==> config.mk <==
export PLATFORM = sky130hd
export DESIGN_NAME = sense_led_timer
export DESIGN_NICKNAME = d
export VERILOG_FILES = /design/src/rtl/sense_led_pkg.sv /design/src/rtl/sense_led_chan.sv /design/src/rtl/sense_led_timer.sv
export SDC_FILE = /design/constraint.sdc
export NUM_CORES = 1
export LEC_CHECK = 0
export CORE_MARGIN = 3
export CORE_UTILIZATION = 47
export DETAILED_ROUTE_END_ITERATION = 10
export PLACE_DENSITY = 0.67
export SLEW_MARGIN = 20
export SYNTH_ARGS = -nofsm -noshare
export SYNTH_HDL_FRONTEND = slang
export SYNTH_SLANG_ARGS = --single-unit
==> constraint.sdc <==
create_clock -name clk -period 3.5 [get_ports clk]
set_clock_uncertainty 0.15 [all_clocks]
set_input_delay 0.875 -clock clk [delete_from_list [all_inputs] [get_ports clk]]
set_output_delay 0.875 -clock clk [all_outputs]
set_load 0.01 [all_outputs]
==> src/rtl/sense_led_pkg.sv <==
// Shared types and default sizing for the sense/LED timer.
// Channel FSM states use a 2-bit encoding.
package sense_led_pkg;

  typedef enum logic [1:0] {
    StIdle  = 2'd0,
    StDelay = 2'd1,
    StOn    = 2'd2,
    StRearm = 2'd3
  } state_e;

  localparam int unsigned NchDefault        = 2;
  localparam int unsigned CntWDefault       = 8;
  localparam int unsigned SyncStagesDefault = 2;
  localparam int unsigned DebLenDefault     = 3;

endpackage

==> src/rtl/sense_led_chan.sv <==
// One sense/LED channel: synchroniser, debouncer, delay/on-time FSM and sticky event flag.
// Define SENSE_LED_RETRIG_EN to let a new press during ON reload the on-time.
module sense_led_chan
  import sense_led_pkg::*;
#(
  parameter int unsigned CNT_W       = CntWDefault,
  parameter int unsigned SYNC_STAGES = SyncStagesDefault,
  parameter int unsigned DEB_LEN     = DebLenDefault
) (
  input  logic             clk,
  input  logic             rst_n,
  input  logic             i_ena,
  input  logic             i_sense,
  input  logic [CNT_W-1:0] i_delay_cfg,
  input  logic [CNT_W-1:0] i_on_cfg,
  input  logic             i_clear,
  output logic             o_led,
  output logic             o_busy,
  output logic             o_event
);

  localparam int unsigned DebW = (DEB_LEN > 1) ? $clog2(DEB_LEN) : 1;
  localparam logic [DebW-1:0]  DebLast = DebW'(DEB_LEN - 1);
  localparam logic [DebW-1:0]  DebOne  = DebW'(1);
  localparam logic [CNT_W-1:0] CntOne  = CNT_W'(1);

  logic [SYNC_STAGES-1:0] r_sync;
  logic [DebW-1:0]        r_deb_cnt;
  logic                   r_deb;
  logic                   r_deb_prev;
  state_e                 r_state;
  logic [CNT_W-1:0]       r_cnt;
  logic [CNT_W-1:0]       r_on;
  logic                   r_led;
  logic                   r_event;

  logic w_sync;
  logic w_rise;
  logic w_set;

  assign w_sync = r_sync[SYNC_STAGES-1];
  assign w_rise = r_deb & ~r_deb_prev;

  // Synchroniser and debouncer keep running regardless of i_ena.
  always_ff @(posedge clk or negedge rst_n) begin
    if (!rst_n) begin
      r_sync     <= '0;
      r_deb_cnt  <= '0;
      r_deb      <= 1'b0;
      r_deb_prev <= 1'b0;
    end else begin
      r_sync     <= {r_sync[SYNC_STAGES-2:0], i_sense};
      r_deb_prev <= r_deb;
      if (w_sync != r_deb) begin
        if (r_deb_cnt == DebLast) begin
          r_deb     <= ~r_deb;
          r_deb_cnt <= '0;
        end else begin
          r_deb_cnt <= r_deb_cnt + DebOne;
        end
      end else begin
        r_deb_cnt <= '0;
      end
    end
  end

  always_comb begin
    w_set = i_ena & w_rise & (r_state == StIdle);
`ifdef SENSE_LED_RETRIG_EN
    if (i_ena && w_rise && (r_state == StOn) && (i_on_cfg != '0)) w_set = 1'b1;
`endif
  end

  always_ff @(posedge clk or negedge rst_n) begin
    if (!rst_n) begin
      r_state <= StIdle;
      r_cnt   <= '0;
      r_on    <= '0;
      r_led   <= 1'b0;
      r_event <= 1'b0;
    end else begin
      // Set beats clear when both land in the same cycle.
      if (w_set)        r_event <= 1'b1;
      else if (i_clear) r_event <= 1'b0;

      if (!i_ena) begin
        r_state <= StIdle;
        r_cnt   <= '0;
        r_led   <= 1'b0;
      end else begin
        unique case (r_state)
          StIdle: begin
            if (w_rise) begin
              r_on <= i_on_cfg;
              if (i_delay_cfg != '0) begin
                r_state <= StDelay;
                r_cnt   <= i_delay_cfg;
              end else if (i_on_cfg != '0) begin
                r_state <= StOn;
                r_cnt   <= i_on_cfg;
                r_led   <= 1'b1;
              end else begin
                r_state <= StRearm;
              end
            end
          end
          StDelay: begin
            if (r_cnt == CntOne) begin
              if (r_on != '0) begin
                r_state <= StOn;
                r_cnt   <= r_on;
                r_led   <= 1'b1;
              end else begin
                r_state <= StRearm;
                r_cnt   <= '0;
              end
            end else begin
              r_cnt <= r_cnt - CntOne;
            end
          end
          StOn: begin
`ifdef SENSE_LED_RETRIG_EN
            if (w_rise && (i_on_cfg != '0)) begin
              r_cnt <= i_on_cfg;
            end else
`endif
            if (r_cnt == CntOne) begin
              r_state <= StRearm;
              r_cnt   <= '0;
              r_led   <= 1'b0;
            end else begin
              r_cnt <= r_cnt - CntOne;
            end
          end
          StRearm: begin
            if (!r_deb) r_state <= StIdle;
          end
          default: r_state <= StIdle;
        endcase
      end
    end
  end

  assign o_led   = r_led;
  assign o_busy  = (r_state != StIdle);
  assign o_event = r_event;

endmodule

==> src/rtl/sense_led_timer.sv <==
// Multi-channel sense/LED timer top: NCH independent channels sharing enable and config.
// Optional SENSE_LED_RETRIG_EN enables on-time extension on re-press (see sense_led_chan).
module sense_led_timer
  import sense_led_pkg::*;
#(
  parameter int unsigned NCH         = NchDefault,
  parameter int unsigned CNT_W       = CntWDefault,
  parameter int unsigned SYNC_STAGES = SyncStagesDefault,
  parameter int unsigned DEB_LEN     = DebLenDefault
) (
  input  logic             clk,
  input  logic             rst_n,
  input  logic             ena,
  input  logic [NCH-1:0]   sense_in,
  input  logic [CNT_W-1:0] delay_cfg,
  input  logic [CNT_W-1:0] on_cfg,
  input  logic [NCH-1:0]   clear,
  output logic [NCH-1:0]   led_out,
  output logic [NCH-1:0]   busy,
  output logic [NCH-1:0]   event_latched
);

  for (genvar g = 0; g < NCH; g++) begin : g_chan
    sense_led_chan #(
      .CNT_W       (CNT_W),
      .SYNC_STAGES (SYNC_STAGES),
      .DEB_LEN     (DEB_LEN)
    ) u_chan (
      .clk         (clk),
      .rst_n       (rst_n),
      .i_ena       (ena),
      .i_sense     (sense_in[g]),
      .i_delay_cfg (delay_cfg),
      .i_on_cfg    (on_cfg),
      .i_clear     (clear[g]),
      .o_led       (led_out[g]),
      .o_busy      (busy[g]),
      .o_event     (event_latched[g])
    );
  end

endmodule

==> impl_metrics.toml, run 1 <==
[run_status]
status = "complete, no violations"

[clock_network]
clk_latency_ns = 0.31
cts_tree = "yes"
hold_buffers = 0
post_cts_resized = 0
clock-sinks = 52
clockBufferDepth = 2
clk_pin_slew_ns = 0.09
cts_setup_buffers = 0
htree_levels = 2
cts-root-buf = "clkbuf_8"
cts_buffers = 5

[sta]
drv_slew = 0
worst_pin_slew_ns = 0.561
fin_crit_sh_pct = 80.4
setup_tns_ns = 0
timing_hold_violations_final = 0
rsz0062_at_grt = "no"
period_needed_ns = 2.81
slew_headroom_pct = 62.6
fmax_mhz = 356
finalSetupViolations = 0
hold_ws_ns = 0.204

[detailed_routing]
via_per_inst = 6.06
drt_pass1_iterations = 4
finalWirelength_um = 7190
drtIter0Drc = 149
wl_per_cell_um = 17.8
drc = 0
vias = 2453
antenna_left = 0

[final_layout]
final_util_pct = 55.5
antenna_cells = 0
finalNetCount = 362
drive_gt1_share_pct = 14.0
syn_to_final_growth_pct = 13.2
ff_latch_area_mm2 = 0.00130
layout_commonest_cell = "dfrtp_1"
fill_cells = 564
final_cell_mix = "dfrtp_1, nand2_1, clkdlybuf4s50_1"
multiInputGateArea_mm2 = 0.00169

[setup_path]
r2r_setup_slack_ns = 1.28
max_stage_delay_ns = 0.56
worstPathCellList = "inv_1 > ha_1 > inv_1 > clkdlybuf4s50_1"
crit_fanout = 8
crit_arrival_ns = 1.79
start_kind = "flip-flop"
crit_required_ns = 2.47
cp-startpoint = "g_chan[1].u_chan.r_state[0]"
r2r-end = "g_chan[1].u_chan.r_on[2]"
crit_path_top_delay_cell = "clkdlybuf4s50_1"
path_depth = 4
cp_num_buf_inv = 3
r2r_cells = 6
path_delay_family = "buffers and inverters"
cpMostUsedCell = "inv_1"
end_kind = "output pin"
r2r_start = "g_chan[1].u_chan.r_state[0]"
critical_path_class = "flip-flop to output pin"

[worst_hold_path]
min_to = "g_chan[1].u_chan.r_sync[1]"
holdPathStages = 0
hp-start = "g_chan[1].u_chan.r_sync[0]"
min_path_type = "flip-flop to flip-flop"

[die]
coreArea_mm2 = 0.00642
fp.dieH_um = 87.9
num_rows = 29
io_pins = 29
initial_utilization_pct = 49.0
die_w_um = 87.9
die_area_mm2 = 0.00772

[grt]
overflow = 0
grt_use_total_pct = 20.3
grt_pass1_vias = 2397
grt_first_pass_wirelength_um = 12200
antenna_found_initial = 0
grt_start_max_net_pins = 22

[power]
ir_worst_vdd_uv = 364
powerDensity_mw_per_mm2 = 895
leakagePower_nw = 1.52
p_total_mw = 3.19

[placement]
dpl.hpwl_um = 5420
place.port_buffers = 28
place_congestion = 0.895

[logic_synthesis]
synth-seq-cells = 52
syn-cell-area_mm2 = 0.00315
ys_types = 57
synthArstFlopShare_pct = 100
syn_avg_cell_area_um2 = 10.3
synth_fp_nets = 340
yosysWarnings = 0
synth-seq-area-share_pct = 41.3
ys.flop_type = "dfrtp_1"
synth_edf_count = 0
synthCells = 305

[run]
max-cap-violations = 0
==> synthesized netlist by cell type, drive strengths merged, types with 4 or more instances <==
cell / instances / share of area (%)
o21ai: 13 / 2.2
nand3: 7 / 1.1
buf: 11 / 2.3
ha: 12 / 4.8
a211o: 10 / 2.8
a32o: 12 / 3.8
mux2: 20 / 7.2
dfrtp: 52 / 41
nor3: 6 / 1.3
o211ai: 7 / 1.7
nand2b: 5 / 0.99
a31o: 4 / 1.1
nor3b: 5 / 1.2
nor4: 10 / 3.1
mux2i: 5 / 1.6
nor2: 12 / 1.4
clkbuf: 6 / 0.72
nand2: 27 / 3.2
inv: 18 / 2.1
xnor2: 4 / 1.1
a21oi: 13 / 2.5
==> metal layers <==
metal | GRT usage, % | routed length, µm | up-vias
met1 | 28.5 | 3480 | 1212
met4 | 6.69 | 140 | 0
met5 | 0 | 0 | -
li1 | - | - | 1189
met3 | 3.67 | 206 | 10
met2 | 31.6 | 3360 | 42
==> kinds of logic after synthesis <==
logic type               after synthesis  synth area share (%)
AND/OR/NAND/NOR                       88                  16.6
AO/OA/AOI/OAI                         86                  21.5
flip-flops                            52                  41.3
buffers and inverters                 35                  5.12
multiplexers                          25                  8.74
adder cells (fa/ha/maj)               12                  4.77
XOR/XNOR                               7                  1.95
==> report_power, final <==
part | switching (mW) | total (mW) | internal, mW
clock | 0.196 | 0.409 | 0.213
sequential | 0.256 | 1.10 | 0.846
combinational | 0.872 | 1.68 | 0.809
total | 1.32 | 3.19 | 1.87
==> through the flow <==
stage | worst slack (ns) | area, µm² | instances
3_3_place_gp | 0.436 | 3460 | 397
6_report | 0.688 | 3560 | 405
2_1_floorplan | 1.19 | 3150 | 305
4_1_cts | 0.668 | 3560 | 405
5_1_grt | 0.556 | 3560 | 405
3_5_place_dp | 0.391 | 3460 | 397
==> state kept, by name (all words and copies together), names as in the netlist <==
register / flops
g_chan.u_chan.r_sync: 4
g_chan.u_chan.r_on: 16
g_chan.u_chan.r_deb: 2
g_chan.u_chan.o_event: 2
g_chan.u_chan.r_cnt: 16
g_chan.u_chan.r_state: 4
g_chan.u_chan.r_deb_cnt: 4
g_chan.u_chan.r_deb_prev: 2
g_chan.u_chan.o_led: 2
==> final cells by class <==
cell class                      count  share of cell area [%]
Multi-Input combinational cell    218                    47.3
Sequential cell                    52                    36.5
Timing Repair Buffer               32                    8.56
Tap cell                           77                    2.70
Clock buffer                        6                    2.04
Inverter                           18                    1.90
Clock inverter                      2                   0.983
==> worst reg2reg max path, stage by stage, from the launching register on <==
cell and delay [ns]:
dfrtp_1 0.41, inv_1 0.11, ha_1 0.31, inv_1 0.15, nor3_4 0.30, nand2_1 0.29, mux2_1 0.40
==> worst max-delay path by stage <==
stage | to | slack [ns]
6_report | busy[1] | 0.69
5_1_grt | g_chan[1].u_chan.r_cnt[3] | 0.56
4_1_cts | busy[1] | 0.67
3_5_place_dp | g_chan[1].u_chan.r_cnt[3] | 0.39
3_3_place_gp | g_chan[1].u_chan.r_cnt[3] | 0.44
2_1_floorplan | g_chan[0].u_chan.r_cnt[6] | 1.19
(Power assumes the default switching activity.)
==> run 2: changes to the inputs <==
PLACE_DENSITY = 0.7   (was 0.67)
clock period = 2.45 ns   (was 3.5 ns; I/O delays follow)
==> impl_metrics.toml, run 2 (synthesis gave the netlist of run 1 again) <==
[final_layout]
final_cell_mix = "dfrtp_1, buf_4, nand2_1"
layout_commonest_cell = "dfrtp_1"
ff_latch_area_mm2 = 0.00130
multiInputGateArea_mm2 = 0.00173
syn_to_final_growth_pct = 21.2
drive_gt1_share_pct = 22.0
largestRegisters = "g_chan.u_chan.r_cnt: 16 flops, g_chan.u_chan.r_on: 16 flops"
antenna_cells = 0
finalNonFillerCells = 432
fin_area_mm2 = 0.00382
finalNetCount = 390
fill_cells = 557

[setup_path]
crit_arrival_ns = 1.61
crit_required_ns = 1.69
start_kind = "flip-flop"
critical_path_class = "flip-flop to output pin"
crit_fanout = 7
end_kind = "output pin"

[detailed_routing]
via_per_inst = 6.09
drtIter0Drc = 178
drc = 0
drt_pass1_iterations = 4
wl_per_cell_um = 17.8
vias = 2632
antenna_left = 0
finalWirelength_um = 7710

[placement]
dp.cells = 422
dpl.hpwl_um = 5670
place.port_buffers = 28
dpl_worst_slack_ns = -0.277
place_congestion = 0.889
placedInstanceArea_mm2 = 0.00366

[grt]
grt_start_max_net_pins = 53
overflow = 0
grt_first_pass_wirelength_um = 12800
grt_use_total_pct = 21.4
antenna_found_initial = 0
grt_pass1_vias = 2625

[clock_network]
hold_buffers = 0
cts_buffers = 5
cts-root-buf = "clkbuf_8"
clockBufferDepth = 2
clk_pin_slew_ns = 0.09
htree_levels = 2
clk_latency_ns = 0.31
clock-sinks = 52
cts_tree = "yes"

[sta]
timing_hold_violations_final = 0
slew_headroom_pct = 63.6
drv_slew = 0
fin_crit_sh_pct = 96.7
fmax_mhz = 422
fin_ws_ns = 0.0803
period_needed_ns = 2.37
rsz0062_at_grt = "no"
finalSetupViolations = 0
worst_pin_slew_ns = 0.546

[run]
max-cap-violations = 0

[die]
initial_utilization_pct = 49.0
coreArea_mm2 = 0.00642
die_area_mm2 = 0.00772
num_rows = 29
die_w_um = 87.9
io_pins = 29
fp.dieH_um = 87.9

[run_status]
status = "complete, no violations"

[worst_hold_path]
min_path_type = "primary input to async pin"

[power]
power.switching_mw = 1.93
sw_frac_of_total_pct = 41.5
internal_power_mw = 2.72
p_comb_share_pct = 54.7
p_seq_share_pct = 33.8
clock_power_share_pct = 11.5
powerDensity_mw_per_mm2 = 1220
ir_worst_vdd_uv = 569
leakagePower_nw = 1.67
run 2: worst paths after layout:
kind / slack, ns / to / cells after the start / start
setup / recovery: 0.08 / busy[0] / 4 / g_chan[0].u_chan.r_state[0]
hold / removal: 0.12 / g_chan[0].u_chan.r_cnt[1] / 2 / rst_n
setup reg to reg: 0.25 / g_chan[0].u_chan.r_state[1] / 7 / g_chan[0].u_chan.r_state[1]
hold reg to reg: 0.21 / g_chan[1].u_chan.r_sync[1] / 0 / g_chan[1].u_chan.r_sync[0]
max in group asynchronous: 1.78 / g_chan[1].u_chan.r_deb_prev / 2 / rst_n
min in group clk: 0.21 / g_chan[1].u_chan.r_sync[1] / 0 / g_chan[1].u_chan.r_sync[0]
run 2: repair_timing:
| item | in CTS | in global routing |
|---|---|---|
| cloned | 0 | 0 |
| resized for setup | 2 | 6 |
| buffers inserted | 0 | 3 |
| setup endpoints to repair | 2 | 16 |
| pin swaps | 0 | 1 |
run 2: final cells by class:
| type | count | area share, % |
|---|---|---|
| inverters | 18 | 1.77 |
| repair buffers | 60 | 13.8 |
| well taps | 77 | 2.52 |
| clock buffers | 7 | 2.52 |
| multi-input cells | 218 | 45.3 |
| flip-flops and latches | 52 | 34.1 |
run 2: critical path, stage by stage (launching register included):
cell	delay [ns]
dfrtp_1	0.38
inv_1	0.10
ha_4	0.19
inv_1	0.08
clkdlybuf4s50_1	0.54
run 2: routing by layer:
| metal | global-route usage, % | share of wire (%) | up-vias |
|---|---|---|---|
| met1 | 29.6 | 47 | 1289 |
| met5 | 0 | 0 | - |
| met4 | 7.95 | 2.2 | 0 |
| met3 | 4.42 | 5.2 | 15 |
| li1 | - | - | 1251 |
| met2 | 33.2 | 46 | 77 |
run 2: metrics by stage:
| step | total power [mW] | TNS (ns) | util (%) | hold WS (ns) |
|---|---|---|---|---|
| floorplan | 3.40 | 0 | - | 0.167 |
| global placement | 3.99 | -3.07 | 56.9 | 0.185 |
| detailed placement | 4.05 | -4.16 | 56.9 | 0.188 |
| CTS | 4.58 | 0 | 58.5 | 0.145 |
| global route | 5.02 | 0 | 59.4 | 0.127 |
| finish | 4.65 | 0 | 59.4 | 0.121 |
run 2: power groups by stage:
stage / Clock [mW] / Combinational, mW / Sequential [mW]
2_1_floorplan: 0 / 1.93 / 1.48
3_3_place_gp: 0 / 2.42 / 1.57
3_5_place_dp: 0 / 2.46 / 1.59
4_1_cts: 0.544 / 2.47 / 1.57
5_1_grt: 0.578 / 2.82 / 1.62
6_report: 0.537 / 2.54 / 1.57
==> run 3: changes to the inputs <==
PLACE_DENSITY = 0.69   (was 0.7)
clock period = 2.9 ns   (was 2.45 ns; I/O delays follow)
==> impl_metrics.toml, run 3 (synthesis gave the netlist of run 1 again) <==
[setup_path]
start_kind = "flip-flop"
crit_arrival_ns = 1.80
crit_required_ns = 2.03
end_kind = "output pin"
worstPathCellList = "inv_1 > ha_1 > inv_1 > clkdlybuf4s50_1"
crit_path_top_delay_cell = "clkdlybuf4s50_1"
crit_fanout = 8
max_stage_delay_ns = 0.56
r2r_setup_slack_ns = 0.64
critical_path_class = "flip-flop to output pin"
cpMostUsedCell = "inv_1"

[detailed_routing]
vias = 2504
drt_pass1_iterations = 5
antenna_left = 0
drtIter0Drc = 148
drc = 0
finalWirelength_um = 7460
wl_per_cell_um = 17.9
via_per_inst = 6.02

[placement]
place_congestion = 0.832
place.port_buffers = 28
dpl.hpwl_um = 5570

[run]
max-cap-violations = 0

[power]
power.switching_mw = 1.63
ir_worst_vdd_uv = 410
internal_power_mw = 2.45
p_seq_share_pct = 32.5
leakagePower_nw = 1.60
powerDensity_mw_per_mm2 = 1100
sw_frac_of_total_pct = 40.0
clock_power_share_pct = 16.7
p_comb_share_pct = 50.8

[final_layout]
finalNetCount = 373
largestRegisters = "g_chan.u_chan.r_cnt: 16 flops, g_chan.u_chan.r_on: 16 flops"
final_cell_mix = "dfrtp_1, nand2_1, clkdlybuf4s50_1"
fill_cells = 561
antenna_cells = 0
syn_to_final_growth_pct = 17.4
drive_gt1_share_pct = 17.1
layout_commonest_cell = "dfrtp_1"

[die]
num_rows = 29
coreArea_mm2 = 0.00642
die_area_mm2 = 0.00772
io_pins = 29
die_w_um = 87.9
initial_utilization_pct = 49.0
fp.dieH_um = 87.9

[clock_network]
clk_pin_slew_ns = 0.10
cts_buffers = 5
clock-sinks = 52
post_cts_resized = 0
clockBufferDepth = 2
cts_setup_buffers = 0
clk_latency_ns = 0.31
cts_tree = "yes"
cts-root-buf = "clkbuf_8"
htree_levels = 2
hold_buffers = 0

[sta]
setup_tns_ns = 0
rsz0062_at_grt = "no"
timing_hold_violations_final = 0
finalSetupViolations = 0
hold_ws_ns = 0.208
drv_slew = 0
slew_headroom_pct = 55.2
period_needed_ns = 2.68
fmax_mhz = 373
fin_crit_sh_pct = 92.4
worst_pin_slew_ns = 0.672

[grt]
grt_use_total_pct = 21.2
grt_first_pass_wirelength_um = 12800
grt_pass1_vias = 2499
overflow = 0
antenna_found_initial = 0
grt_start_max_net_pins = 53

[worst_hold_path]
min_path_type = "flip-flop to flip-flop"

[run_status]
status = "complete, no violations"
run 3: critical path, delay by kind of cell, from the launching register on:
family	cells	cell delay [ns]
flops	1	0.39
fa+ha+maj	1	0.30
buf+inv	3	0.81
run 3: layout make-up:
cell class	instances	area, µm²	share of cell area [%]
repair buffers	43	388	10.5
clock buffers	5	68.8	1.86
flip-flops and latches	52	1300	35.2
clock inverters	3	90.1	2.44
well taps	77	96.3	2.60
inverters	18	67.6	1.83
multi-input cells	218	1690	45.6
run 3: per-layer routing:
metal	global-route usage [%]	share of wire, %	wire length, µm	vias up
li1	-	-	-	1210
met1	29.7	47	3470	1236
met2	34.4	49	3650	47
met3	3.10	3.0	223	11
met4	5.72	1.4	108	0
met5	0	0	0	-
run 3: final timing paths:
kind,from,end,cells past startpoint
setup / recovery,g_chan[1].u_chan.r_state[0],busy[1],4
hold / removal,g_chan[1].u_chan.r_sync[0],g_chan[1].u_chan.r_sync[1],0
setup reg to reg,g_chan[0].u_chan.r_cnt[1],g_chan[0].u_chan.r_state[0],6
hold reg to reg,g_chan[1].u_chan.r_sync[0],g_chan[1].u_chan.r_sync[1],0
max in group asynchronous,rst_n,g_chan[0].u_chan.o_led,2
min in group asynchronous,rst_n,g_chan[0].u_chan.r_cnt[4],2
run 3: power groups by stage:
stage | Clock [mW] | Sequential, mW | Combinational, mW
finish | 0.680 | 1.33 | 2.07
global route | 0.719 | 1.37 | 2.31
CTS | 0.686 | 1.32 | 2.07
global placement | 0 | 1.33 | 2.01
detailed placement | 0 | 1.34 | 2.05
floorplan | 0 | 1.25 | 1.63
run 3: per-stage QoR:
| stage | total power [mW] | worst slack (ns) | utilization [%] | cells | instance area, µm² |
|---|---|---|---|---|---|
| global placement | 3.33 | 0.114 | 55.1 | 408 | 3540 |
| global route | 4.40 | 0.0911 | 57.6 | 416 | 3700 |
| floorplan | 2.87 | 0.742 | - | 305 | 3150 |
| finish | 4.07 | 0.220 | 57.6 | 416 | 3700 |
| detailed placement | 3.39 | 0.0462 | 55.1 | 408 | 3540 |
| CTS | 4.08 | 0.204 | 57.6 | 416 | 3700 |
